--- config.mk ---
export PLATFORM = sky130hd
export DESIGN_NAME = lsu_arb
export DESIGN_NICKNAME = d
export VERILOG_FILES = /design/src/rtl/lsu_arb_pkg.sv /design/src/rtl/lsu_arb_rsp_pipe.sv /design/src/rtl/lsu_arb.sv
export SDC_FILE = /design/constraint.sdc
export NUM_CORES = 1
export LEC_CHECK = 0
export CAP_MARGIN = 20
export CORE_MARGIN = 10
export CORE_UTILIZATION = 34
export DETAILED_ROUTE_END_ITERATION = 12
export PLACE_DENSITY = 0.81
export SLEW_MARGIN = 20
export SYNTH_ARGS = -nofsm -noshare
export SYNTH_HDL_FRONTEND = slang
export SYNTH_SLANG_ARGS = --single-unit
--- constraint.sdc ---
create_clock -name i_clk -period 4.1 [get_ports i_clk]
set_input_delay 0.41 -clock i_clk [delete_from_list [all_inputs] [get_ports i_clk]]
set_output_delay 0.41 -clock i_clk [all_outputs]
set_load 0.02 [all_outputs]
--- src/rtl/lsu_arb_pkg.sv ---
// -----------------------------------------------------------------------------
// lsu_arb_pkg
// Shared types and width constants for the two-port LSU arbiter.
//   arb_state_e : arbiter FSM state (normal priority / port-1 burst lock)
//   port_id_t   : requester index (0 = CPU MEM stage, 1 = loader/DMA master)
//   rsp_tag_t   : per-request response tag carried down the read-latency pipe
// -----------------------------------------------------------------------------
package lsu_arb_pkg;

    localparam int ADDR_W  = 32;
    localparam int DATA_W  = 32;
    localparam int BMASK_W = 4;

    typedef enum logic [0:0] {
        ST_NORM = 1'b0,
        ST_LOCK = 1'b1
    } arb_state_e;

    typedef logic [0:0] port_id_t;

    localparam port_id_t PORT_CPU = 1'b0;
    localparam port_id_t PORT_AUX = 1'b1;

    typedef struct packed {
        logic     valid;
        port_id_t port;
    } rsp_tag_t;

endpackage

--- src/rtl/lsu_arb_rsp_pipe.sv ---
// -----------------------------------------------------------------------------
// lsu_arb_rsp_pipe
// Tracks which requester owns each read in flight to the LSU and steers the
// returning data to that requester exactly RD_LAT cycles after the grant.
//
// Ports:
//   i_clk, i_reset        clock, asynchronous active-high reset
//   i_push_valid          a read was granted this cycle (writes push 0)
//   i_push_port           which requester owns the granted read
//   i_lsu_rdata           read data from the LSU, valid at the pipe tail
//   o_p0_rvalid/o_p0_rdata  CPU response (rdata holds between responses)
//   o_p1_rvalid/o_p1_rdata  secondary-master response
// -----------------------------------------------------------------------------
module lsu_arb_rsp_pipe
    import lsu_arb_pkg::*;
#(
    parameter int RD_LAT = 1
) (
    input  logic              i_clk,
    input  logic              i_reset,
    input  logic              i_push_valid,
    input  port_id_t          i_push_port,
    input  logic [DATA_W-1:0] i_lsu_rdata,
    output logic              o_p0_rvalid,
    output logic [DATA_W-1:0] o_p0_rdata,
    output logic              o_p1_rvalid,
    output logic [DATA_W-1:0] o_p1_rdata
);

    rsp_tag_t          tags [RD_LAT];
    rsp_tag_t          tail;
    logic [DATA_W-1:0] p0_hold;
    logic [DATA_W-1:0] p1_hold;

    // Stage 0 captures the grant; each further stage adds one cycle of latency.
    always_ff @(posedge i_clk or posedge i_reset) begin
        if (i_reset) begin
            for (int i = 0; i < RD_LAT; i++) begin
                tags[i] <= '0;
            end
        end else begin
            tags[0] <= '{valid: i_push_valid, port: i_push_port};
            for (int i = 1; i < RD_LAT; i++) begin
                tags[i] <= tags[i-1];
            end
        end
    end

    assign tail        = tags[RD_LAT-1];
    assign o_p0_rvalid = tail.valid && (tail.port == PORT_CPU);
    assign o_p1_rvalid = tail.valid && (tail.port == PORT_AUX);

    // The LSU data is only valid in the tail cycle, so the owning port sees
    // it directly and a copy is kept so the port output holds afterwards.
    always_ff @(posedge i_clk or posedge i_reset) begin
        if (i_reset) begin
            p0_hold <= '0;
            p1_hold <= '0;
        end else begin
            if (o_p0_rvalid) begin
                p0_hold <= i_lsu_rdata;
            end
            if (o_p1_rvalid) begin
                p1_hold <= i_lsu_rdata;
            end
        end
    end

    assign o_p0_rdata = o_p0_rvalid ? i_lsu_rdata : p0_hold;
    assign o_p1_rdata = o_p1_rvalid ? i_lsu_rdata : p1_hold;

endmodule

--- src/rtl/lsu_arb.sv ---
// -----------------------------------------------------------------------------
// lsu_arb
// Two-requester arbiter in front of the single MEM-stage LSU.
//   Port 0: pipeline MEM stage (CPU loads/stores), normally highest priority.
//   Port 1: secondary master (program loader / DMA), bounded starvation via a
//           wait counter, optional burst lock (i_p1_lock).
// One access is granted per cycle (combinationally); the granted port drives
// the LSU bus and returning read data is routed back by the response pipe.
//
// Ports:
//   i_clk, i_reset                 clock, asynchronous active-high reset
//   i_pN_req/wren/addr/wdata/bmask requester N access (held until granted)
//   i_p1_lock                      port-1 burst lock request
//   o_pN_gnt                       requester N accepted this cycle
//   o_pN_rvalid/o_pN_rdata         requester N read response
//   o_lsu_addr/wdata/bmask/wren    LSU request bus (all zero when idle)
//   i_lsu_rdata                    LSU read data, RD_LAT cycles after grant
//   o_stall_mem                    CPU request pending but not granted
//
// Optional build macro LSU_ARB_PERF_EN adds:
//   o_perf_conflict (32b)  cycles with both requests high, saturating
//   o_perf_forced   (16b)  forced starvation grants to port 1, saturating
// -----------------------------------------------------------------------------
module lsu_arb
    import lsu_arb_pkg::*;
#(
    parameter int RD_LAT     = 1,
    parameter int STARVE_MAX = 8,
    parameter int LOCK_MAX   = 16
) (
    input  logic               i_clk,
    input  logic               i_reset,

    input  logic               i_p0_req,
    input  logic               i_p0_wren,
    input  logic [ADDR_W-1:0]  i_p0_addr,
    input  logic [DATA_W-1:0]  i_p0_wdata,
    input  logic [BMASK_W-1:0] i_p0_bmask,
    output logic               o_p0_gnt,
    output logic               o_p0_rvalid,
    output logic [DATA_W-1:0]  o_p0_rdata,

    input  logic               i_p1_req,
    input  logic               i_p1_wren,
    input  logic [ADDR_W-1:0]  i_p1_addr,
    input  logic [DATA_W-1:0]  i_p1_wdata,
    input  logic [BMASK_W-1:0] i_p1_bmask,
    input  logic               i_p1_lock,
    output logic               o_p1_gnt,
    output logic               o_p1_rvalid,
    output logic [DATA_W-1:0]  o_p1_rdata,

    output logic [ADDR_W-1:0]  o_lsu_addr,
    output logic [DATA_W-1:0]  o_lsu_wdata,
    output logic [BMASK_W-1:0] o_lsu_bmask,
    output logic               o_lsu_wren,
    input  logic [DATA_W-1:0]  i_lsu_rdata,

    output logic               o_stall_mem
`ifdef LSU_ARB_PERF_EN
    ,
    output logic [31:0]        o_perf_conflict,
    output logic [15:0]        o_perf_forced
`endif
);

    localparam logic [7:0] STARVE_LIM = 8'(STARVE_MAX);
    localparam logic [7:0] LOCK_LIM   = 8'(LOCK_MAX);

    arb_state_e state;
    arb_state_e state_nxt;
    logic [7:0] starve_cnt;
    logic [7:0] starve_nxt;
    logic [7:0] lock_cnt;
    logic [7:0] lock_nxt;

    logic       in_lock;
    logic       lock_hold;
    logic       lock_break;
    logic       starved;
    logic       gnt0;
    logic       gnt1;
    logic       push_valid;
    port_id_t   push_port;

    // Grant decision. lock_cnt already counts the grant that entered the
    // lock, so a burst never exceeds LOCK_MAX consecutive port-1 grants; the
    // cycle that finds the limit reached arbitrates with normal priority.
    always_comb begin
        in_lock    = (state == ST_LOCK);
        lock_hold  = in_lock && i_p1_req && i_p1_lock && (lock_cnt != LOCK_LIM);
        lock_break = in_lock && (lock_cnt == LOCK_LIM);
        starved    = (starve_cnt == STARVE_LIM);
        gnt0       = 1'b0;
        gnt1       = 1'b0;
        if (!i_reset) begin
            if (lock_hold) begin
                gnt1 = 1'b1;
            end else if (i_p1_req && (!i_p0_req || starved)) begin
                gnt1 = 1'b1;
            end else begin
                gnt0 = i_p0_req;
            end
        end
    end

    assign o_p0_gnt    = gnt0;
    assign o_p1_gnt    = gnt1;
    assign o_stall_mem = i_p0_req & ~gnt0;

    // LSU request bus: granted port's fields, all zero when nobody is granted.
    always_comb begin
        o_lsu_addr  = '0;
        o_lsu_wdata = '0;
        o_lsu_bmask = '0;
        o_lsu_wren  = 1'b0;
        if (gnt0) begin
            o_lsu_addr  = i_p0_addr;
            o_lsu_wdata = i_p0_wdata;
            o_lsu_bmask = i_p0_bmask;
            o_lsu_wren  = i_p0_wren;
        end else if (gnt1) begin
            o_lsu_addr  = i_p1_addr;
            o_lsu_wdata = i_p1_wdata;
            o_lsu_bmask = i_p1_bmask;
            o_lsu_wren  = i_p1_wren;
        end
    end

    // Next-state and counter update. Breaking a lock on LOCK_MAX clears the
    // wait counter so port 0 is guaranteed the following contested cycles.
    always_comb begin
        state_nxt  = ST_NORM;
        lock_nxt   = '0;
        starve_nxt = starve_cnt;

        if (gnt1 || !i_p1_req || lock_break) begin
            starve_nxt = '0;
        end else if (!starved) begin
            starve_nxt = starve_cnt + 8'd1;
        end

        if (lock_hold) begin
            state_nxt = ST_LOCK;
            lock_nxt  = lock_cnt + 8'd1;
        end else if (gnt1 && i_p1_lock) begin
            state_nxt = ST_LOCK;
            lock_nxt  = 8'd1;
        end
    end

    always_ff @(posedge i_clk or posedge i_reset) begin
        if (i_reset) begin
            state      <= ST_NORM;
            starve_cnt <= '0;
            lock_cnt   <= '0;
        end else begin
            state      <= state_nxt;
            starve_cnt <= starve_nxt;
            lock_cnt   <= lock_nxt;
        end
    end

    // Only granted reads produce a response; writes push an empty tag.
    assign push_valid = (gnt0 | gnt1) & ~o_lsu_wren;
    assign push_port  = gnt1 ? PORT_AUX : PORT_CPU;

    lsu_arb_rsp_pipe #(
        .RD_LAT (RD_LAT)
    ) u_rsp_pipe (
        .i_clk        (i_clk),
        .i_reset      (i_reset),
        .i_push_valid (push_valid),
        .i_push_port  (push_port),
        .i_lsu_rdata  (i_lsu_rdata),
        .o_p0_rvalid  (o_p0_rvalid),
        .o_p0_rdata   (o_p0_rdata),
        .o_p1_rvalid  (o_p1_rvalid),
        .o_p1_rdata   (o_p1_rdata)
    );

`ifdef LSU_ARB_PERF_EN
    logic        forced;
    logic [31:0] perf_conflict;
    logic [15:0] perf_forced;

    // A forced grant is a port-1 grant won against a pending CPU request
    // outside of a held lock.
    assign forced = gnt1 && i_p0_req && !lock_hold;

    always_ff @(posedge i_clk or posedge i_reset) begin
        if (i_reset) begin
            perf_conflict <= '0;
            perf_forced   <= '0;
        end else begin
            if (i_p0_req && i_p1_req && (perf_conflict != '1)) begin
                perf_conflict <= perf_conflict + 32'd1;
            end
            if (forced && (perf_forced != '1)) begin
                perf_forced <= perf_forced + 16'd1;
            end
        end
    end

    assign o_perf_conflict = perf_conflict;
    assign o_perf_forced   = perf_forced;
`endif

endmodule

Word level (Yosys, flattened, before mapping):

Index checks and enable logic that the tools add are counted.

* memory bits (writable): 0
* memories kept: 0
* bits in registers: 83
* memory bits (read-only): 0
* latch bits: 0
* word-level logic and storage cells: 55

* mux-type cells: 23
* bitwise logic cells: 6
* add/sub/neg operators: 2
* equality and inequality tests: 4
* reductions and logical operators: 13
* shifts and indexed selects: 0
* multipliers: 0
* order comparisons: 0
* div/mod/pow operators: 0

Operators by type and width (count)
* 32-bit two-way mux: 6
* 8-bit two-way mux: 3
* 8-bit by 1-bit adder with 8-bit output (second input constant): 2
* 1-bit two-way mux: 12
* 8-bit by 4-bit == test with 1-bit output (second input constant): 1
* 8-bit by 5-bit == test with 1-bit output (second input constant): 1
* 1-bit logical AND: 8
* 4-bit two-way mux: 2
* 8-bit by 5-bit != test with 1-bit output (second input constant): 1
* 1-bit logical OR: 3
* 1-bit NOT: 3
* 1-bit bitwise AND: 2
* 1-bit logical NOT: 2
* 2-bit by 1-bit != test with 1-bit output (second input constant): 1
* 1-bit bitwise OR: 1

Longest topological paths before layout:

Gate-level depths: netlist of the first run.

* word-level depth: 10
* gate-level depth with buffers: 9
* mapped depth without buffers: 6

Modules after synthesis:

Synthesis of the first run repeated with hierarchy kept, for this count alone.

* cell total of the unflattened synthesis: 323
* area total of the unflattened synthesis: 4371.7 um^2

By module, submodules not included
* lsu_arb_rsp_pipe: area each 2617.5 um^2, sequential area each 1651.6 um^2, cells each 142, instances 1
* lsu_arb: area each 1754.2 um^2, sequential area each 425.4 um^2, cells each 181, instances 1

Worst setup path before layout of the first run:

OpenSTA, ideal clock, no wires.

* path kind: input port to output port
* start: in i_reset
* end: out o_lsu_addr[0]
* arrival time: 3298 ps
* cell stages on the path: 5
* slack: 392 ps
* cell sequence: inv_1 nand2_1 a21oi_2 clkbuf_1 a22o_1

* word-level cells in the longest chain between the ends: 3
* elaborated cells between the ends (all ways): 4
* those cells by class: mux: 4

RTL lines
* start, declared: RTL line lsu_arb.sv:32 `input logic i_reset,`
* 1-bit two-way mux: RTL line lsu_arb.sv:96 `if (!i_reset) begin`
* 32-bit two-way mux: RTL line lsu_arb.sv:122 `end else if (gnt1) begin`
* 32-bit two-way mux (*): RTL line lsu_arb.sv:117 `if (gnt0) begin`
* end, declared: RTL line lsu_arb.sv:53 `output logic [ADDR_W-1:0] o_lsu_addr,`

Every way passes the cells marked *; elsewhere a longest branch is shown, timed or not.

Worst setup path in the final report of the first run:

* start: reg lock_cnt[0]
* end: out o_lsu_addr[26]

* word-level cells in the longest chain between the ends: 6
* elaborated cells between the ends (all ways): 8
* those cells by class: eq/ne: 1; mux: 6; reduce/logical: 1

RTL lines
* start, declared: RTL line lsu_arb.sv:74 `logic [7:0] lock_cnt;`
* start signal, assigned: RTL line lsu_arb.sv:160 `lock_cnt <= lock_nxt;`
* 8-bit by 5-bit != test with 1-bit output (*): RTL line lsu_arb.sv:91 `lock_hold = in_lock && i_p1_req && i_p1_lock && (lock_cnt != LOCK_LIM);`
* 1-bit logical AND (*): RTL line lsu_arb.sv:91
* 1-bit two-way mux: RTL line lsu_arb.sv:97 `if (lock_hold) begin`
* 1-bit two-way mux: RTL line lsu_arb.sv:96
* 32-bit two-way mux: RTL line lsu_arb.sv:122
* 32-bit two-way mux (*): RTL line lsu_arb.sv:117

Marked as above.

==> impl_metrics.tcl, run 1 <==
set metrics [dict create \
    cp_slowest_cell "clkdlybuf4s50_1" \
    slew_headroom_pct 31.45 \
    cap_violations 0 \
    critPathCaptureType "output port" \
    final-hold-violation-count 0 \
    cp_cell_sequence "inv_1 > ha_1 > nor3b_1 > a211o_1 > and3_4 > buf_12 > a22o_1 > clkdlybuf4s50_1" \
    startpoint_type "flip-flop" \
    drc 0 \
    rows 40 \
    die_area_um2 16890 \
    start_util_pct 34.52 \
    cts.sinks 83 \
    ys_ff_latch 83 \
    grt_first_pass_wirelength_um 26150 \
    fin_skew_ns 0.006937 \
    required_ns 3.69 \
    n_antenna_cell 0 \
    io_pins 313 \
    fin_setup_tns_ns 0 \
    dp.final_hpwl_um 15420 \
    grtUsageMet2_pct 37.10 \
    setup_viol 0 \
    ant_nets 0 \
    postCtsHoldBufs 0 \
    yosysWarnings 0 \
    clkTransAtPathRegs_ns 0.06 \
    io_buffers 312 \
    cts_resized 0 \
    overflow 0 \
    synth.distinct_cells 37 \
    status "complete, no violations" \
    routed_wl_um 18510 \
    vdd_drop_max_mv 0.1931 \
    worst_hold_path_type "reg2reg" \
    post_drt_via_cell_ratio 5.114 \
    synth_cells 324 \
    drive_gt1_share_pct 8.215 \
    slew_violations 0 \
    cts_max_path_buffers 2 \
    synth.avg_cell_area_um2 12.69 \
    arrival_ns 3.33 \
    die_y_um 130.0 \
    grt_max_degree 85 \
    htreeDepth 3 \
    drt_iter0_drc 245 \
    crit_type "reg2out" \
    worst_slew_pin_slew_ns 1.026 \
    wl_per_cell_um 23.73 \
    design.core.area_um2 11910 \
    cts_tree "yes" \
    grt_util_met3_pct 8.114 \
    post_cts_buffers 0 \
    p_leak_nw 3.117 \
    cellPowerDensity_nw_per_um2 405.7 \
    slowest_delay_ns 0.65 \
    place.gp.congestion 0.9367 \
    ys_seq_area_share_pct 50.52 \
    numCtsBuffers 9 \
    drtPass1Iterations 5 \
    rsz0062_at_grt "no" \
    grt-busiest-layer "met2" \
    grt_pass1_vias 4300 \
    period_share_pct 91.21 \
    area_growth_pct 86.43 \
    syn_area_um2 4111 \
    nets 807 \
    cp_max_fo 40 \
    die_w_um 130.0 \
    cts_root_buf "clkbuf_16" \
    grt_usage_pct 20.65 \
    antenna_found_initial 1 \
    max_freq_mhz 267.4 \
    fin_crit_ns 3.739 \
    vias 3989 \
    use_met1_pct 21.08 \
    whs_ns 0.4827 \
    insertion_delay_ns 0.34 \
    syn_nets 503 \
]
-- cell usage after synthesis --
library cell,n,area [µm²]
or4_1,1,7.510
nor2b_1,1,6.260
nor4b_4,1,23.77
buf_1,4,15.01
mux2_1,38,427.9
xnor2_1,3,26.28
a211o_1,1,8.760
buf_2,3,15.01
and3_4,1,11.26
ha_1,4,50.05
nand2_1,5,18.77
nor3b_1,1,7.510
a21oi_1,2,10.01
a21oi_2,1,8.760
nor4_2,1,12.51
mux2_2,27,304.0
xor2_1,9,78.83
and3b_1,1,8.760
buf_6,9,101.4
and3_1,3,18.77
nor2_1,16,60.06
nand3b_1,1,7.510
nand4_1,2,12.51
and2_1,1,6.260
clkbuf_1,7,26.28
o21ai_1,3,15.01
a31oi_1,2,12.51
o32ai_1,1,8.760
dfrtp_1,83,2077
and4_1,1,8.760
inv_1,11,41.29
a221oi_1,1,8.760
a22o_1,70,613.1
mux2i_1,1,10.01
nand3_1,6,30.03
o21ai_0,1,5.000
a21o_1,1,7.510
-- layer usage --
metal | wire length [µm] | part of all wire, %
met5 | 13 | 0.070
met4 | 492 | 2.7
met3 | 1879 | 10
met2 | 9601 | 52
met1 | 6522 | 35
-- registers in the layout, indices dropped and copies added (netlist names) --
register            count
in_lock                 1
lock_cnt                8
starve_cnt              8
u_rsp_pipe.p0_hold     32
u_rsp_pipe.p1_hold     32
u_rsp_pipe.tags         2
-- through the flow --
| step | total power, mW | setup WS, ns | cell area [µm²] | std cells | util [%] |
|---|---|---|---|---|---|
| 2_1_floorplan | 1.569 | 0.3923 | 4111 | 324 | - |
| 3_3_place_gp | 2.216 | 0.7641 | 7332 | 764 | 61.55 |
| 3_5_place_dp | 2.251 | 0.6903 | 7332 | 764 | 61.55 |
| 4_1_cts | 3.144 | 0.3188 | 7661 | 780 | 64.32 |
| 5_1_grt | 3.235 | 0.1637 | 7665 | 780 | 64.35 |
| 6_report | 3.110 | 0.3605 | 7665 | 780 | 64.35 |
-- worst max-delay path: cells and delay by family, from the launching register on --
| family | cells | cell delay (ns) |
|---|---|---|
| flops | 1 | 0.42 |
| buf+inv | 3 | 0.98 |
| fa+ha+maj | 1 | 0.14 |
| simple gates | 2 | 0.83 |
| compound gates | 2 | 0.61 |
-- report_power, final --
group | switching (mW) | internal (mW) | leakage [nW]
Clock | 0.317 | 0.566 | 0.159
Combinational | 0.576 | 0.629 | 1.95
Sequential | 0.0428 | 0.979 | 1.01
-- final timing paths --
kind | from | endpoint | slack (ns) | depth (start not counted)
hold / removal | u_rsp_pipe.p0_hold[13]$_DFF_PP0_ | u_rsp_pipe.p0_hold[13]$_DFF_PP0_ | 0.48 | 1
min in group asynchronous | i_reset | u_rsp_pipe.p1_hold[28]$_DFF_PP0_ | 0.68 | 3
setup / recovery | lock_cnt[0]$_DFF_PP0_ | o_lsu_addr[26] | 0.36 | 8
hold reg to reg | u_rsp_pipe.p0_hold[13]$_DFF_PP0_ | u_rsp_pipe.p0_hold[13]$_DFF_PP0_ | 0.48 | 1
setup reg to reg | lock_cnt[0]$_DFF_PP0_ | u_rsp_pipe.tags[1]$_DFF_PP0_ | 1.79 | 7
max in group asynchronous | i_reset | u_rsp_pipe.p1_hold[9]$_DFF_PP0_ | 2.91 | 3
-- area by class of cell --
class | count | area, µm²
inverters | 11 | 42.54
well taps | 147 | 183.9
flip-flops and latches | 83 | 2077
clock buffers | 12 | 256.5
clock inverters | 4 | 72.57
fillers | 950 | 4247
repair buffers | 316 | 3182
multi-input cells | 207 | 1851
-- cell families (layout without fill, tap and decap cells) --
family / count (synthesis) / count (layout) / synth area share (%)
DFF: 83 / 83 / 50.52
buffers and inverters: 34 / 343 / 4.839
adders and majority gates: 4 / 4 / 1.217
xor gates and xnor gates: 12 / 12 / 2.557
muxes: 66 / 66 / 18.05
and+or+nand+nor: 42 / 42 / 5.843
AOI/OAI and AO/OA: 83 / 83 / 16.98
-- layout by cell type, fill, tap and decap left out, drive strengths merged, types with 5 or more instances in the layout --
master and instances:
clkdlybuf4s50 312, clkbuf 12, nand3 6, nor2 16
inv 10, xor2 9, nand2 5, dfrtp 83
mux2 65, a22o 70
No activity file was read; power rests on OpenSTA's default activity.
==> inputs of run 2 (changes only) <==
--- a/config.mk
+++ b/config.mk
@@ -7,10 +7,12 @@
 export LEC_CHECK = 0
 export CAP_MARGIN = 20
 export CORE_MARGIN = 10
-export CORE_UTILIZATION = 34
+export CORE_UTILIZATION = 35
 export DETAILED_ROUTE_END_ITERATION = 12
+export MAX_ROUTING_LAYER = met4
 export PLACE_DENSITY = 0.81
 export SLEW_MARGIN = 20
 export SYNTH_ARGS = -nofsm -noshare
 export SYNTH_HDL_FRONTEND = slang
+export SYNTH_HIERARCHICAL = 1
 export SYNTH_SLANG_ARGS = --single-unit
==> run 2 against run 1 <==
Effect of this change: via count fell by 0.58%; power rose by 1.3%; area after synthesis rose by 6.3%; wire length fell by 1.2%; non-clock buffer count did not move; utilization barely moved; critical path depth fell by 1; flip-flop and latch count did not move; largest cell class unchanged; highest routed layer is now met4.
==> impl_metrics.tcl, run 2 <==
set metrics [dict create \
    status "complete, no violations" \
    nets 806 \
    p_sw_share_pct 29.68 \
    cts_root_buf "clkbuf_16" \
    synth_adder_area_share_pct 1.145 \
    io_pins 313 \
    overflow 0 \
    p_int_mw 2.215 \
    grt_max_degree 72 \
    vdd_drop_max_mv 0.2027 \
    place.gp.congestion 0.8479 \
    stdcell_area_um2 7790 \
    slew_headroom_pct 40.11 \
    synth_common_cells "dfrtp_1, a22o_1, mux2_2" \
    die_area_um2 17360 \
    ys_ff_latch 83 \
    synthSimpleGateAreaFrac_pct 5.896 \
    power_frac_comb_pct 40.3 \
    arrival_ns 3.49 \
    ys.flop_type "dfrtp_1" \
    antenna_found_initial 0 \
    cts_max_path_buffers 2 \
    grt_first_pass_wirelength_um 27440 \
    synth_top_family_by_area "multiplexers" \
    post-synth-top-count-cell "dfrtp_1" \
    area.sequential_um2 2077 \
    synth.distinct_cells 38 \
    fillers 943 \
    p_leak_nw 3.285 \
    fin_setup_tns_ns 0 \
    cellPowerDensity_nw_per_um2 404.4 \
    io_buffers 312 \
    worst_hold_path_type "reg2reg" \
    mostFrequentLayoutCells "clkdlybuf4s50_1, dfrtp_1, a22o_1" \
    crit_type "reg2out" \
    wl_per_cell_um 22.85 \
    numCtsBuffers 9 \
    p_seq_share_pct 32.7 \
    cts_tree "yes" \
    final-hold-violation-count 0 \
    cts.sinks 83 \
    synth-xor-area-share_pct 2.604 \
    yosysWarnings 6 \
    synth_mux_area_share_pct 19.20 \
    yosys.area.top_type "dfrtp_1" \
    grtUsageMet2_pct 34.54 \
    cts_resized 0 \
    synthTopCellsByArea "dfrtp_1, a22o_1, mux2_4, mux2_2, buf_8" \
    rows 40 \
    fin_crit_ns 3.896 \
    final_common_cell "clkdlybuf4s50_1" \
    vias 3966 \
    multi_input_area_um2 1969 \
    synth-compound-area-share_pct 16.20 \
    cap_violations 0 \
    final_cells 800 \
    htreeDepth 3 \
    required_ns 3.69 \
    ant_nets 0 \
    die_y_um 131.8 \
    drive_gt1_share_pct 15.06 \
    drtPass1Iterations 4 \
    postCtsHoldBufs 0 \
    p_sw_mw 0.9350 \
    area_growth_pct 78.19 \
    ys_seq_area_share_pct 47.51 \
    setup_viol 0 \
    clkTransAtPathRegs_ns 0.06 \
    synth.avg_cell_area_um2 13.53 \
    synth_top_area_share_pct 47.51 \
    dp.cells 784 \
    drc 0 \
    fin_skew_ns 0.006226 \
    worst_slew_pin_slew_ns 0.8971 \
    post_dp_cell_area_um2 7471 \
    reg_top3 "u_rsp_pipe/p0_hold: 32 flops, u_rsp_pipe/p1_hold: 32 flops" \
    grt-busiest-layer "met2" \
    p_clk_share_pct 27.0 \
    critPathCaptureType "output port" \
    post_cts_buffers 0 \
    drt_iter0_drc 215 \
    rsz0062_at_grt "no" \
    synth_cells 323 \
    start_util_pct 36.10 \
    syn_area_um2 4372 \
    grt_util_met3_pct 7.317 \
    insertion_delay_ns 0.33 \
    syn_nets 502 \
    cp_max_fo 71 \
    die_w_um 131.8 \
    routed_wl_um 18280 \
    max_freq_mhz 256.7 \
    slew_violations 0 \
    startpoint_type "flip-flop" \
    dp.final_hpwl_um 14820 \
    synth_edf_count 0 \
    post_drt_via_cell_ratio 4.958 \
    design.core.area_um2 12110 \
    period_share_pct 95.02 \
    grt_usage_pct 20.77 \
    use_met1_pct 24.02 \
    rrSetupSlack_ns 1.67 \
    grt_pass1_vias 4351 \
    synth_async_sr_flop_share_pct 100.0 \
]
[run 2: changes by cell type in the layout (fill, tap and decap cells not counted), moves of 2 or more]
cell     delta
inv_1       +2
mux2_1     -38
buf_4       +2
mux2_4     +29
nand3_1     +2
nor2_1      -2
mux2_2      +8
[run 2: per-stage QoR]
stage / worst slack, ns / utilization [%] / hold WS (ns) / power [mW]
2_1_floorplan: 1.779 / - / 0.3523 / 1.658
3_3_place_gp: 0.6738 / 61.68 / 0.4742 / 2.283
3_5_place_dp: 0.5816 / 61.68 / 0.4787 / 2.316
4_1_cts: 0.2487 / 64.30 / 0.4937 / 3.187
5_1_grt: 0.03956 / 64.30 / 0.5028 / 3.287
6_report: 0.2041 / 64.32 / 0.4901 / 3.150
[run 2: critical path, cell delays in order, from the launching register on]
cell and delay, ns:
dfrtp_1 0.42, inv_1 0.08, ha_1 0.14, nor3b_1 0.32
a211o_1 0.38, and3_4 0.75, a22o_1 0.37, clkdlybuf4s50_1 0.66
[run 2: kinds of logic (layout without fill, tap and decap cells)]
group,after synthesis,after routing
AOI/OAI and AO/OA,81,81
xor gates and xnor gates,13,13
adders and majority gates,4,4
buffers and inverters,36,344
DFF,83,83
muxes,65,65
other,0,1
and+or+nand+nor,41,41
[run 2: layout make-up]
| type | instances | share of cell area [%] |
|---|---|---|
| timing repair buffer | 316 | 40.64 |
| sequential | 83 | 26.66 |
| multi-input combinational | 204 | 25.28 |
| clock buffer | 10 | 3.068 |
| tap | 168 | 2.698 |
| clock inverter | 5 | 0.9958 |
| inverter | 13 | 0.6264 |
| antenna | 1 | 0.03212 |
[run 2: path summary, 6_finish.rpt]
kind                                                        from                                to  cells after the start
worst min-delay path            u_rsp_pipe/p0_hold[12]$_DFF_PP0_  u_rsp_pipe/p0_hold[12]$_DFF_PP0_                      1
worst max register to register             lock_cnt[0]$_DFF_PP0_      u_rsp_pipe/tags[1]$_DFF_PP0_                      6
worst max-delay path                       lock_cnt[0]$_DFF_PP0_                    o_lsu_addr[29]                      7
worst min register to register  u_rsp_pipe/p0_hold[12]$_DFF_PP0_  u_rsp_pipe/p0_hold[12]$_DFF_PP0_                      1
min in group asynchronous                                i_reset             lock_cnt[0]$_DFF_PP0_                      3
max in group asynchronous                                i_reset  u_rsp_pipe/p1_hold[29]$_DFF_PP0_                      3
[run 2: metal layers]
| layer | wire length (µm) | up-vias |
|---|---|---|
| met4 | 179 | 0 |
| met1 | 7388 | 1985 |
| met3 | 1394 | 17 |
| met2 | 9317 | 160 |
| met5 | 0 | - |
| li1 | - | 1804 |
[run 2: power groups by stage]
stage | clock network, mW | registers (mW) | logic [mW]
global placement | 0 | 1.03 | 1.25
CTS | 0.875 | 1.03 | 1.28
finish | 0.852 | 1.03 | 1.27
floorplan | 0 | 1.02 | 0.635
global route | 0.909 | 1.04 | 1.34
detailed placement | 0 | 1.04 | 1.27
